File: src/rtl/layer_sequencer.sv
// layer_sequencer: multi-layer run controller for the tensor accelerator.
// One start runs a programmed list of layers. Each layer has its own mode
// from a small table. The two InOut buffers swap roles on every layer, and a
// watchdog supervises each layer while it waits for the accelerator.
module layer_sequencer #(
  parameter int MAX_LAYERS = 16,
  parameter int MODE_W     = 4,
  parameter int IDX_W      = $clog2(MAX_LAYERS),
  parameter int TIMEOUT_W  = 20
) (
  input  logic              clk,
  input  logic              rstn,
  input  logic              start_i,
  input  logic              abort_i,
  input  logic [IDX_W:0]    num_layers_i,
  input  logic              cfg_we_i,
  input  logic [IDX_W-1:0]  cfg_addr_i,
  input  logic [MODE_W-1:0] cfg_mode_i,
  output logic              acc_start_o,
  output logic [MODE_W-1:0] acc_mode_o,
  input  logic              acc_finish_i,
  output logic              buf_sel_o,
  output logic [IDX_W-1:0]  layer_idx_o,
  output logic              busy_o,
  output logic              finish_o,
  output logic              result_buf_o,
  output logic              error_o
);

  typedef enum logic [2:0] {
    S_IDLE,
    S_LAUNCH,
    S_WAIT,
    S_NEXT,
    S_DONE,
    S_ERR
  } state_t;

  localparam logic [IDX_W:0] MAX_CNT = (IDX_W+1)'(MAX_LAYERS);

  state_t                state;
  logic [MODE_W-1:0]     mode_tab [MAX_LAYERS];
  logic [IDX_W:0]        count;
  logic [TIMEOUT_W-1:0]  wd;

  logic                  cfg_open;
  logic                  start_ok;
  logic                  last_layer;
  logic [IDX_W-1:0]      idx_nxt;

  // Decode helpers for the run controller.
  // NOTE: every signal assigned in always_comb gets a default first so no latch is inferred.
  always_comb begin
    cfg_open   = 1'b0;
    start_ok   = 1'b0;
    last_layer = 1'b0;
    idx_nxt    = '0;
    cfg_open   = (state == S_IDLE) || (state == S_ERR);
    start_ok   = (num_layers_i != '0) && (num_layers_i <= MAX_CNT);
    last_layer = ({1'b0, layer_idx_o} == (count - (IDX_W+1)'(1)));
    idx_nxt    = layer_idx_o + IDX_W'(1);
  end

  // The accelerator sees start for exactly the LAUNCH cycle.
  // busy covers the whole active part of a run.
  assign acc_start_o = (state == S_LAUNCH);
  assign busy_o      = (state == S_LAUNCH) || (state == S_WAIT) ||
                       (state == S_NEXT)   || (state == S_DONE);

  // The mode table can only be programmed while no run is active.
  // NOTE: the table is built from flops and must read as zero after reset, so every entry is reset; an SRAM would not be.
  always_ff @(posedge clk or negedge rstn) begin
    if (!rstn) begin
      for (int i = 0; i < MAX_LAYERS; i++) mode_tab[i] <= '0;
    end else if (cfg_we_i && cfg_open) begin
      mode_tab[cfg_addr_i] <= cfg_mode_i;
    end
  end

  // Run FSM with registered mode, buffer select, index, watchdog and status.
  // NOTE: sequential state uses non-blocking assignments only, so all flops update together at the edge.
  always_ff @(posedge clk or negedge rstn) begin
    if (!rstn) begin
      state        <= S_IDLE;
      count        <= '0;
      wd           <= '0;
      acc_mode_o   <= '0;
      buf_sel_o    <= 1'b0;
      layer_idx_o  <= '0;
      finish_o     <= 1'b0;
      result_buf_o <= 1'b0;
      error_o      <= 1'b0;
    end else begin
      finish_o <= 1'b0;
      if (abort_i) begin
        // Abort wins over everything. The table and the last result are kept.
        state   <= S_IDLE;
        error_o <= 1'b0;
      end else begin
        case (state)
          S_IDLE, S_ERR: begin
            if (start_i) begin
              if (start_ok) begin
                count       <= num_layers_i;
                layer_idx_o <= '0;
                buf_sel_o   <= 1'b0;
                error_o     <= 1'b0;
                // Load the mode before LAUNCH so it is valid alongside the start pulse.
                acc_mode_o  <= mode_tab[0];
                state       <= S_LAUNCH;
              end else begin
                error_o <= 1'b1;
                state   <= S_ERR;
              end
            end
          end
          S_LAUNCH: begin
            wd    <= '0;
            state <= S_WAIT;
          end
          S_WAIT: begin
            // A finish in the saturation cycle still completes the layer.
            if (acc_finish_i) begin
              state <= S_NEXT;
            end else if (&wd) begin
              error_o <= 1'b1;
              state   <= S_ERR;
            end else begin
              wd <= wd + TIMEOUT_W'(1);
            end
          end
          S_NEXT: begin
            if (last_layer) begin
              finish_o     <= 1'b1;
              result_buf_o <= buf_sel_o;
              state        <= S_DONE;
            end else begin
              layer_idx_o <= idx_nxt;
              buf_sel_o   <= ~buf_sel_o;
              acc_mode_o  <= mode_tab[idx_nxt];
              state       <= S_LAUNCH;
            end
          end
          S_DONE: begin
            state <= S_IDLE;
          end
          default: begin
            state <= S_IDLE;
          end
        endcase
      end
    end
  end

endmodule

File: config.mk
export PLATFORM = sky130hd
export DESIGN_NAME = layer_sequencer
export DESIGN_NICKNAME = d
export VERILOG_FILES = /design/src/rtl/layer_sequencer.sv
export SDC_FILE = /design/constraint.sdc
export NUM_CORES = 1
export LEC_CHECK = 0
export BUFFER_PORTS_ARGS = -buffer_cell sky130_fd_sc_hd__buf_2
export CORE_AREA = 2 2 119 121
export DETAILED_ROUTE_END_ITERATION = 8
export DIE_AREA = 0 0 121 123
export HOLD_SLACK_MARGIN = 0.02
export PLACE_DENSITY = 0.62
export SLEW_MARGIN = 20
export SYNTH_ARGS = -nofsm -noshare
export SYNTH_HDL_FRONTEND = slang
export SYNTH_SLANG_ARGS = --single-unit
File: constraint.sdc
create_clock -name clk -period 3.4 [get_ports clk]
set_clock_uncertainty 0.15 [all_clocks]
set_input_delay 0.68 -clock clk [delete_from_list [all_inputs] [get_ports clk]]
set_output_delay 0.68 -clock clk [all_outputs]
set_load 0.02 [all_outputs]
==> summary.md, run 1 <==
| Metric | Value |
|---|---|
| DR vias/cell | `5.41` |
| Fin crit share | `0.843` |
| FMAX | `0.349 GHz` |
| Die area | `14,900 sq um` |
| Final min period | `2.87 ns` |
| Combinational power share | `0.322` |
| Sw frac | `0.330` |
| Final setup fails | `0` |
| Largest net degree at the start of global routing | `61` |
| Most common cell after layout, fill and taps aside | `dfrtp_1` |
| Clock share of power | `0.218` |
| WS Path Type | `reg2reg` |
| Required @ worst endpoint | `3.49 ns` |
| First-pass GRT wire length | `19.2 mm` |
| Nets | `491` |
| Most frequent cells in the layout | `dfrtp_1, mux2_2, nor2_1, buf_2, nand2_1` |
| Prevailing post-synth register cell | `dfrtp_1` |
| Total track usage | `0.169` |
| Fin. max-slew vios | `0` |
| Clk sinks | `104` |
| Crit path max fanout | `18` |
| Deepest clock path buffer count | `2` |
| Area delta synth->final | `11.6%` |
| Share of cells above drive strength 1 | `0.330` |
| Worst hold path class | `in2async` |
| Clk_lat worst skew | `0.36 ns` |
| WL/cell | `18.1 microns` |
| Outcome | `finished, final reports clean` |
| Yosys reg bits | `104` |
| Slew HR | `0.551` |
| WP data arrival | `2.96 ns` |
| Num CTS Buffers | `9` |
| Power Dens Cells | `764 nW/um^2` |
| Met3 Use GR | `0.0443` |
| H-tree lvl count | `3` |
| Synthesized area | `5340 sq um` |
| Number of global-route vias before repair | `3,547` |
| RSZ-0062 raised after global routing | `false` |
| Die extent in y | `123 microns` |
| # IOs | `33` |
| Met2 usage | `0.270` |
| Sequential Power Share | `0.460` |
| # DRC | `0` |
| YS warnings | `0` |
| Port bufs | `32` |
| Row count | `43` |
| DR pass1 iterations | `4` |
| Ys async rst share | `1.00` |
| GRT busiest layer | `met2` |
| Setup crit end kind | `flip-flop` |
| DR vias | `3,535` |
| Seq/Total Area, Yosys | `0.487` |
| Initial antenna violation count | `0` |
| Reg clk slew, reported paths | `0.07 ns` |
| Max VDD drop | `337 uV` |
| Yosys cell types | `55` |
| Setup crit start kind | `flip-flop` |
| Psw | `1510 uW` |
| Routing usage on met1 | `0.229` |
| Core Region | `13,600 sq um` |
| Root Driver | `clkbuf_16` |
| Detail Placement HPWL | `8.47 mm` |
| CTS resizes | `0` |
| Die width | `121 microns` |
| Cells after Synth | `444` |
| Number of max-cap violations | `0` |
| P_leak | `0.00252 uW` |
| GP Congestion | `0.836` |
| Grt ovf | `0` |
| Net Count, Synth | `466` |
| Initial Util | `0.392` |
| Setup Buffers After CTS | `0` |
| Syn_area_per_cell | `12.0 sq um` |
| Setup tns final | `0 ns` |
| # hold bufs at CTS | `0` |
| CTS tree | `yes` |
| Final core utilization | `0.438` |
| First DRT Iteration DRCs | `262` |
| Post-synth EDFFs | `0` |
| Int Power | `3050 uW` |
| Final Hold Viols | `0` |
| # diodes | `0` |
| Worst Tran Pin Value | `0.669 ns` |
| WL final | `11.8 mm` |
| Antenna-violating nets left | `0` |
[power groups by stage]
stage                     clock, uW  combinational (uW)  sequential, uW
after global routing           1060                1610            2150
after CTS                      1020                1490            2090
after detailed placement          0                1480            2120
after floorplan                   0                1150            1970
after global placement            0                1440            2110
final                           991                1470            2100
[final cells by class]
type / count / area [sq um]
Inverter: 8 / 30.0
Fill cell: 1263 / 7650
Clock inverter: 5 / 38.8
Clock buffer: 10 / 239
Multi-Input combinational cell: 307 / 2600
Timing Repair Buffer: 39 / 228
Sequential cell: 104 / 2600
Tap cell: 180 / 225
[metal layers]
metal / up-vias / part of all wire
met5: - / 0
met4: 0 / 0.013
met3: 14 / 0.041
met2: 66 / 0.48
met1: 1793 / 0.47
li1: 1662 / -
[per-stage QoR]
step | power, uW | cell area, sq um | hold slack [ns] | std cells | setup WS (ns)
2_1_floorplan | 3120 | 5340 | 0.234 | 444 | 0.588
3_3_place_gp | 3550 | 5680 | 0.337 | 638 | 0.646
3_5_place_dp | 3600 | 5680 | 0.345 | 638 | 0.557
4_1_cts | 4600 | 5960 | 0.215 | 653 | 0.555
5_1_grt | 4830 | 5960 | 0.230 | 653 | 0.418
6_report | 4560 | 5960 | 0.182 | 653 | 0.533
[sequential cells by signal, summed over array words and instances, names as in the netlist, 3 cells and up]
signal / flops
layer_idx_o: 4
mode_tab: 64
state: 3
count: 5
acc_mode_o: 4
wd: 20
[synth_stat cells, drive strengths merged (2+ instances only)]
library cell / number / area share
xnor2: 16 / 0.026
ha: 3 / 0.0070
or4: 2 / 0.0028
and3: 3 / 0.0035
nor4: 4 / 0.0047
inv: 8 / 0.0056
dfrtp: 104 / 0.49
and4: 4 / 0.0066
nand3: 13 / 0.012
a22oi: 2 / 0.0028
buf: 14 / 0.014
a211oi: 7 / 0.0098
o21ai: 7 / 0.0066
clkbuf: 11 / 0.0077
o211ai: 3 / 0.0042
nand2b: 10 / 0.012
mux4: 15 / 0.063
mux2i: 10 / 0.019
nor3b: 3 / 0.0042
a2111oi: 4 / 0.010
nor2b: 6 / 0.0070
or2: 2 / 0.0023
nand2: 21 / 0.015
and2: 2 / 0.0023
nand4: 5 / 0.0059
a21oi: 9 / 0.0084
mux2: 77 / 0.16
nand3b: 6 / 0.0084
a211o: 2 / 0.0033
xor2: 8 / 0.013
nor2: 39 / 0.027
nor3: 7 / 0.0075
[cell families after synthesis]
kind of cell,count (synthesis),synth area share
simple gates,131,0.128
flops,104,0.487
mux,102,0.244
compound gates,47,0.0665
buf+inv,33,0.0276
xor+xnor,24,0.0393
fa+ha+maj,3,0.00703
[worst max-delay path, cell delays in order, from the launching register on]
cell and delay (ns):
dfrtp_1 0.44, ha_1 0.74, mux4_2 0.42, mux4_2 0.48, mux2_2 0.27, mux2_2 0.26
[final timing paths]
path	from	to	slack, ns	cells past startpoint
max	layer_idx_o[1]$_DFFE_PN0P_	acc_mode_o[0]$_DFFE_PN0P_	0.53	5
min	rstn	wd[14]$_DFFE_PN0P_	0.18	1
max reg2reg	layer_idx_o[1]$_DFFE_PN0P_	acc_mode_o[0]$_DFFE_PN0P_	0.53	5
min reg2reg	mode_tab[51]$_DFFE_PN0P_	mode_tab[51]$_DFFE_PN0P_	0.36	1
max in group asynchronous	rstn	mode_tab[16]$_DFFE_PN0P_	2.18	2
min in group clk	mode_tab[51]$_DFFE_PN0P_	mode_tab[51]$_DFFE_PN0P_	0.36	1
No activity file was read; power rests on OpenSTA's default activity.
==> inputs of run 2 (changes only) <==
--- a/config.mk
+++ b/config.mk
@@ -10,7 +10,7 @@
 export DETAILED_ROUTE_END_ITERATION = 8
 export DIE_AREA = 0 0 121 123
 export HOLD_SLACK_MARGIN = 0.02
-export PLACE_DENSITY = 0.62
+export PLACE_DENSITY = 0.64
 export SLEW_MARGIN = 20
 export SYNTH_ARGS = -nofsm -noshare
 export SYNTH_HDL_FRONTEND = slang
==> constraint.sdc (replaced) <==
create_clock -name clk -period 2.6 [get_ports clk]
set_clock_uncertainty 0.15 [all_clocks]
set_input_delay 0.52 -clock clk [delete_from_list [all_inputs] [get_ports clk]]
set_output_delay 0.52 -clock clk [all_outputs]
set_load 0.02 [all_outputs]
==> summary.md, run 2 (same netlist as run 1, synthesis figures left out) <==
| Metric | Value |
|---|---|
| Outcome | `finished, final reports clean` |
| Total track usage | `0.172` |
| Max VDD drop | `488 uV` |
| Worst r2r path cells | `6` |
| Core Region | `13,600 sq um` |
| Clk sinks | `104` |
| DR vias | `3,604` |
| Dpl ws | `0.0940 ns` |
| WP data arrival | `2.59 ns` |
| Nets | `508` |
| Fillers | `1,257` |
| Final Hold Viols | `0` |
| Crit path max fanout | `13` |
| Required @ worst endpoint | `2.69 ns` |
| Hold Path Depth | `3` |
| Deepest clock path buffer count | `2` |
| CTS tree | `yes` |
| Root Driver | `clkbuf_16` |
| Final core utilization | `0.450` |
| Worst Tran Pin Value | `0.560 ns` |
| Setup tns final | `0 ns` |
| Row count | `43` |
| Register Area | `2610 sq um` |
| Port bufs | `32` |
| # DRC | `0` |
| # diodes | `0` |
| Fin. max-slew vios | `0` |
| Flop2flop setup slack | `0.11 ns` |
| Die extent in y | `123 microns` |
| Worst R2R Start | `layer_idx_o[0]$_DFFE_PN0P_` |
| Number of global-route vias before repair | `3,670` |
| Final setup fails | `0` |
| Reg clk slew, reported paths | `0.07 ns` |
| Hold path start | `num_layers_i[0]` |
| WS Path Type | `reg2reg` |
| Final worst slack | `0.106 ns` |
| Top reg by flops | `mode_tab` |
| Share of cells above drive strength 1 | `0.358` |
| Number of max-cap violations | `0` |
| Slew HR | `0.624` |
| First-pass GRT wire length | `19.5 mm` |
| Num CTS Buffers | `9` |
| Clk_lat worst skew | `0.36 ns` |
| DR vias/cell | `5.37` |
| DR pass1 iterations | `4` |
| Setup Buffers After CTS | `0` |
| Fin crit share | `0.959` |
| H-tree lvl count | `3` |
| Setup crit end kind | `flip-flop` |
| Area delta synth->final | `14.6%` |
| Most common cell after layout, fill and taps aside | `dfrtp_1` |
| Initial Util | `0.392` |
| # IOs | `33` |
| FMAX | `0.401 GHz` |
| Setup crit start kind | `flip-flop` |
| Grt ovf | `0` |
| RR Endpoint | `acc_mode_o[1]$_DFFE_PN0P_` |
| Max reg flops | `64` |
| Initial antenna violation count | `0` |
| Die width | `121 microns` |
| RSZ-0062 raised after global routing | `false` |
| Multi-input gate area | `2600 sq um` |
| GP Congestion | `0.819` |
| Min-Delay Endpoint | `count[0]$_DFFE_PN0P_` |
| Worst hold path class | `in2reg` |
| Power Dens Cells | `988 nW/um^2` |
| First DRT Iteration DRCs | `280` |
| P_leak | `0.00260 uW` |
| Most frequent cells in the layout | `dfrtp_1, mux2_2, nor2_1, buf_2` |
| Detail Placement HPWL | `8.68 mm` |
| Die area | `14,900 sq um` |
| Fin Hold WS | `0.245 ns` |
| Largest net degree at the start of global routing | `56` |
| WL/cell | `17.7 microns` |
| WL final | `11.8 mm` |
| Final min period | `2.49 ns` |
| Regs by FF count | `mode_tab (64), wd (20), count (5)` |
| Antenna-violating nets left | `0` |
-- run 2: routing by layer --
metal / part of all wire / track usage / up-vias
met1: 0.46 / 0.229 / 1826
li1: - / - / 1698
met2: 0.48 / 0.272 / 68
met3: 0.041 / 0.0461 / 12
met4: 0.021 / 0.0567 / 0
met5: 0 / 0 / -
-- run 2: cell type report --
| cell class | count | share of cell area |
|---|---|---|
| Inverter | 8 | 0.00490 |
| Clock buffer | 10 | 0.0390 |
| Multi-Input combinational cell | 307 | 0.424 |
| Clock inverter | 6 | 0.00817 |
| Sequential cell | 104 | 0.426 |
| Tap cell | 180 | 0.0368 |
| Timing Repair Buffer | 56 | 0.0611 |
-- run 2: worst max path at each step --
stage | start | depth (start not counted) | end | slack, ns
detailed placement | layer_idx_o[0]$_DFFE_PN0P_ | 5 | acc_mode_o[1]$_DFFE_PN0P_ | 0.09
CTS | layer_idx_o[0]$_DFFE_PN0P_ | 5 | acc_mode_o[1]$_DFFE_PN0P_ | 0.09
finish | layer_idx_o[0]$_DFFE_PN0P_ | 6 | acc_mode_o[1]$_DFFE_PN0P_ | 0.11
global placement | layer_idx_o[0]$_DFFE_PN0P_ | 5 | acc_mode_o[1]$_DFFE_PN0P_ | 0.15
floorplan | layer_idx_o[0]$_DFFE_PN0P_ | 7 | acc_mode_o[0]$_DFFE_PN0P_ | 0.04
global route | layer_idx_o[0]$_DFFE_PN0P_ | 6 | acc_mode_o[1]$_DFFE_PN0P_ | 0.03
-- run 2: what timing repair did --
action	in CTS	in global routing
hold endpoints to repair	20	0
resized for setup	0	2
endpoints found under the setup margin	0	3
hold buffers	1	0
-- run 2: report_power, final --
part / internal (uW) / switching [uW] / total (uW)
combinational: 1120 / 864 / 1980
clock: 688 / 639 / 1330
sequential: 2240 / 492 / 2740
-- run 2: metrics by stage --
stage / total power [uW] / cells / instance area [sq um]
3_3_place_gp: 4670 / 654 / 5820
4_1_cts: 6090 / 671 / 6120
5_1_grt: 6390 / 671 / 6120
6_report: 6050 / 671 / 6120
3_5_place_dp: 4750 / 654 / 5820
2_1_floorplan: 4090 / 444 / 5360
-- run 2: worst max-delay path: stages, from the launching register on --
cell and delay, ns:
dfrtp_2 0.41, ha_1 0.35, buf_12 0.17, mux4_2 0.29, mux4_2 0.48, mux2_2 0.27, mux2_2 0.26
==> inputs of run 3 (changes only) <==
--- a/config.mk
+++ b/config.mk
@@ -11,6 +11,7 @@
 export DIE_AREA = 0 0 121 123
 export HOLD_SLACK_MARGIN = 0.02
 export PLACE_DENSITY = 0.64
+export REMOVE_ABC_BUFFERS = 1
 export SLEW_MARGIN = 20
 export SYNTH_ARGS = -nofsm -noshare
 export SYNTH_HDL_FRONTEND = slang
==> summary.md, run 3 (same netlist as run 1, synthesis figures left out) <==
| Metric | Value |
|---|---|
| Critical Path Stages | `6` |
| Clk sinks | `104` |
| Register Area | `2600 sq um` |
| Max stage delay on crit path | `0.48 ns` |
| Die width | `121 microns` |
| Fin crit share | `0.951` |
| # IOs | `33` |
| Dpl ws | `-0.00868 ns` |
| WS Path Type | `reg2reg` |
| Number of global-route vias before repair | `3,611` |
| First DRT Iteration DRCs | `350` |
| Final worst slack | `0.127 ns` |
| Worst R2R Start | `layer_idx_o[0]$_DFFE_PN0P_` |
| Required @ worst endpoint | `2.69 ns` |
| Final min period | `2.47 ns` |
| Fillers | `1,255` |
| Core Region | `13,600 sq um` |
| Final Hold Viols | `0` |
| Most common cell after layout, fill and taps aside | `dfrtp_1` |
| Crit path max fanout | `17` |
| Fin. max-slew vios | `0` |
| Multi-input gate area | `2640 sq um` |
| Port bufs | `32` |
| Clk_lat worst skew | `0.35 ns` |
| Initial antenna violation count | `0` |
| # diodes | `0` |
| Worst hold path class | `in2async` |
| P_leak | `0.00262 uW` |
| Die area | `14,900 sq um` |
| Power Dens Cells | `1000 nW/um^2` |
| First-pass GRT wire length | `19.3 mm` |
| Share of cells above drive strength 1 | `0.357` |
| Worst Setup SP | `layer_idx_o[0]$_DFFE_PN0P_` |
| Crit path capture | `acc_mode_o[2]$_DFFE_PN0P_` |
| Reg clk slew, reported paths | `0.07 ns` |
| RR Endpoint | `acc_mode_o[2]$_DFFE_PN0P_` |
| Nets | `506` |
| FMAX | `0.404 GHz` |
| Antenna-violating nets left | `0` |
| Worst Tran Pin Value | `0.605 ns` |
| Detail Placement HPWL | `8.51 mm` |
| Crit path max-delay family | `multiplexers` |
| Top reg by flops | `mode_tab` |
| Regs by FF count | `mode_tab (64), wd (20), count (5)` |
| CP Buf/Inv Count | `1` |
| DR pass1 iterations | `4` |
| Dpl cell area | `5820 sq um` |
| Number of max-cap violations | `0` |
| WL/cell | `17.7 microns` |
| Outcome | `finished, final reports clean` |
| Setup crit end kind | `flip-flop` |
| Root Driver | `clkbuf_16` |
| Worst r2r path cells | `6` |
| Max VDD drop | `477 uV` |
| CTS tree | `yes` |
| Row count | `43` |
| Final setup fails | `0` |
| DR vias | `3,628` |
| RSZ-0062 raised after global routing | `false` |
| DR vias/cell | `5.43` |
| WP data arrival | `2.56 ns` |
| GP Congestion | `0.810` |
| Num CTS Buffers | `9` |
| Area delta synth->final | `15.5%` |
| Flop2flop setup slack | `0.13 ns` |
| Most frequent cells in the layout | `dfrtp_1, mux2_2, nor2_1, buf_2, nand2_1` |
| # DRC | `0` |
| Setup crit start kind | `flip-flop` |
| Slew HR | `0.593` |
| Cell chain of the critical path | `ha_4, buf_12, mux4_2, mux4_2, mux2_2, mux2_2` |
| Max reg flops | `64` |
| Deepest clock path buffer count | `2` |
| H-tree lvl count | `3` |
| Initial Util | `0.392` |
| Total track usage | `0.170` |
| Critical path's slowest cell | `mux4_2` |
| Post-Layout Inst Area | `6170 sq um` |
| WL final | `11.8 mm` |
| Largest net degree at the start of global routing | `105` |
| Die extent in y | `123 microns` |
| Grt ovf | `0` |
[run 3: cell count changes in the layout (fill, tap and decap cells not counted), sizes merged]
| cell | delta |
|---|---|
| buf | -1 |
| inv | -2 |
| clkinvlp | -1 |
| dlygate4sd3 | -1 |
| bufinv | +2 |
[run 3: layout make-up]
| class | count | share of cell area |
|---|---|---|
| Multi-Input combinational cell | 307 | 0.427 |
| Sequential cell | 104 | 0.422 |
| Timing Repair Buffer | 54 | 0.0592 |
| Clock buffer | 10 | 0.0371 |
| Tap cell | 180 | 0.0365 |
| Clock inverter | 5 | 0.0132 |
| Inverter | 8 | 0.00487 |
[run 3: routing by layer]
| layer | global-route usage | vias to the layer above | wire, microns | part of all wire |
|---|---|---|---|---|
| met1 | 0.232 | 1839 | 5550 | 0.47 |
| met2 | 0.262 | 68 | 5560 | 0.47 |
| met5 | 0 | - | 0 | 0 |
| met3 | 0.0470 | 15 | 503 | 0.043 |
| met4 | 0.0538 | 0 | 177 | 0.015 |
| li1 | - | 1706 | - | - |
[run 3: power by group]
group          leakage (uW)  internal [uW]  switching (uW)
clock              0.000149            840             589
combinational       0.00113           1140             915
sequential          0.00134           2240             464
[run 3: worst register-to-register path, stage by stage, from the launching register on]
cell	delay [ns]
dfrtp_2	0.45
ha_4	0.30
buf_12	0.14
mux4_2	0.30
mux4_2	0.48
mux2_2	0.28
mux2_2	0.26
[run 3: metrics by stage]
| step | cells | utilization | total power, uW | TNS (ns) | hold slack, ns |
|---|---|---|---|---|---|
| 2_1_floorplan | 419 | - | 4020 | -2.36 | 0.0744 |
| 3_3_place_gp | 653 | 0.428 | 4700 | 0 | 0.338 |
| 3_5_place_dp | 653 | 0.428 | 4790 | -0.0159 | 0.342 |
| 4_1_cts | 668 | 0.451 | 6230 | 0 | 0.105 |
| 5_1_grt | 668 | 0.453 | 6550 | 0 | 0.0962 |
| 6_report | 668 | 0.453 | 6200 | 0 | 0.0539 |
[run 3: worst min path at each step]
stage / start / to / slack, ns
after floorplan: rstn / acc_mode_o[0]$_DFFE_PN0P_ / 0.07
after global placement: result_buf_o$_DFFE_PN0P_ / result_buf_o$_DFFE_PN0P_ / 0.34
after detailed placement: mode_tab[55]$_DFFE_PN0P_ / mode_tab[55]$_DFFE_PN0P_ / 0.34
after CTS: rstn / wd[19]$_DFFE_PN0P_ / 0.10
after global routing: rstn / wd[14]$_DFFE_PN0P_ / 0.1
final: rstn / wd[14]$_DFFE_PN0P_ / 0.05
[run 3: what timing repair did]
item                                    4_1_cts  5_1_grt
endpoints found under the setup margin        3        2
gates cloned                                  0        0
pin swaps                                     0        1
buffers inserted                              0        0
resized for setup                             1        4
hold buffers                                  0        0
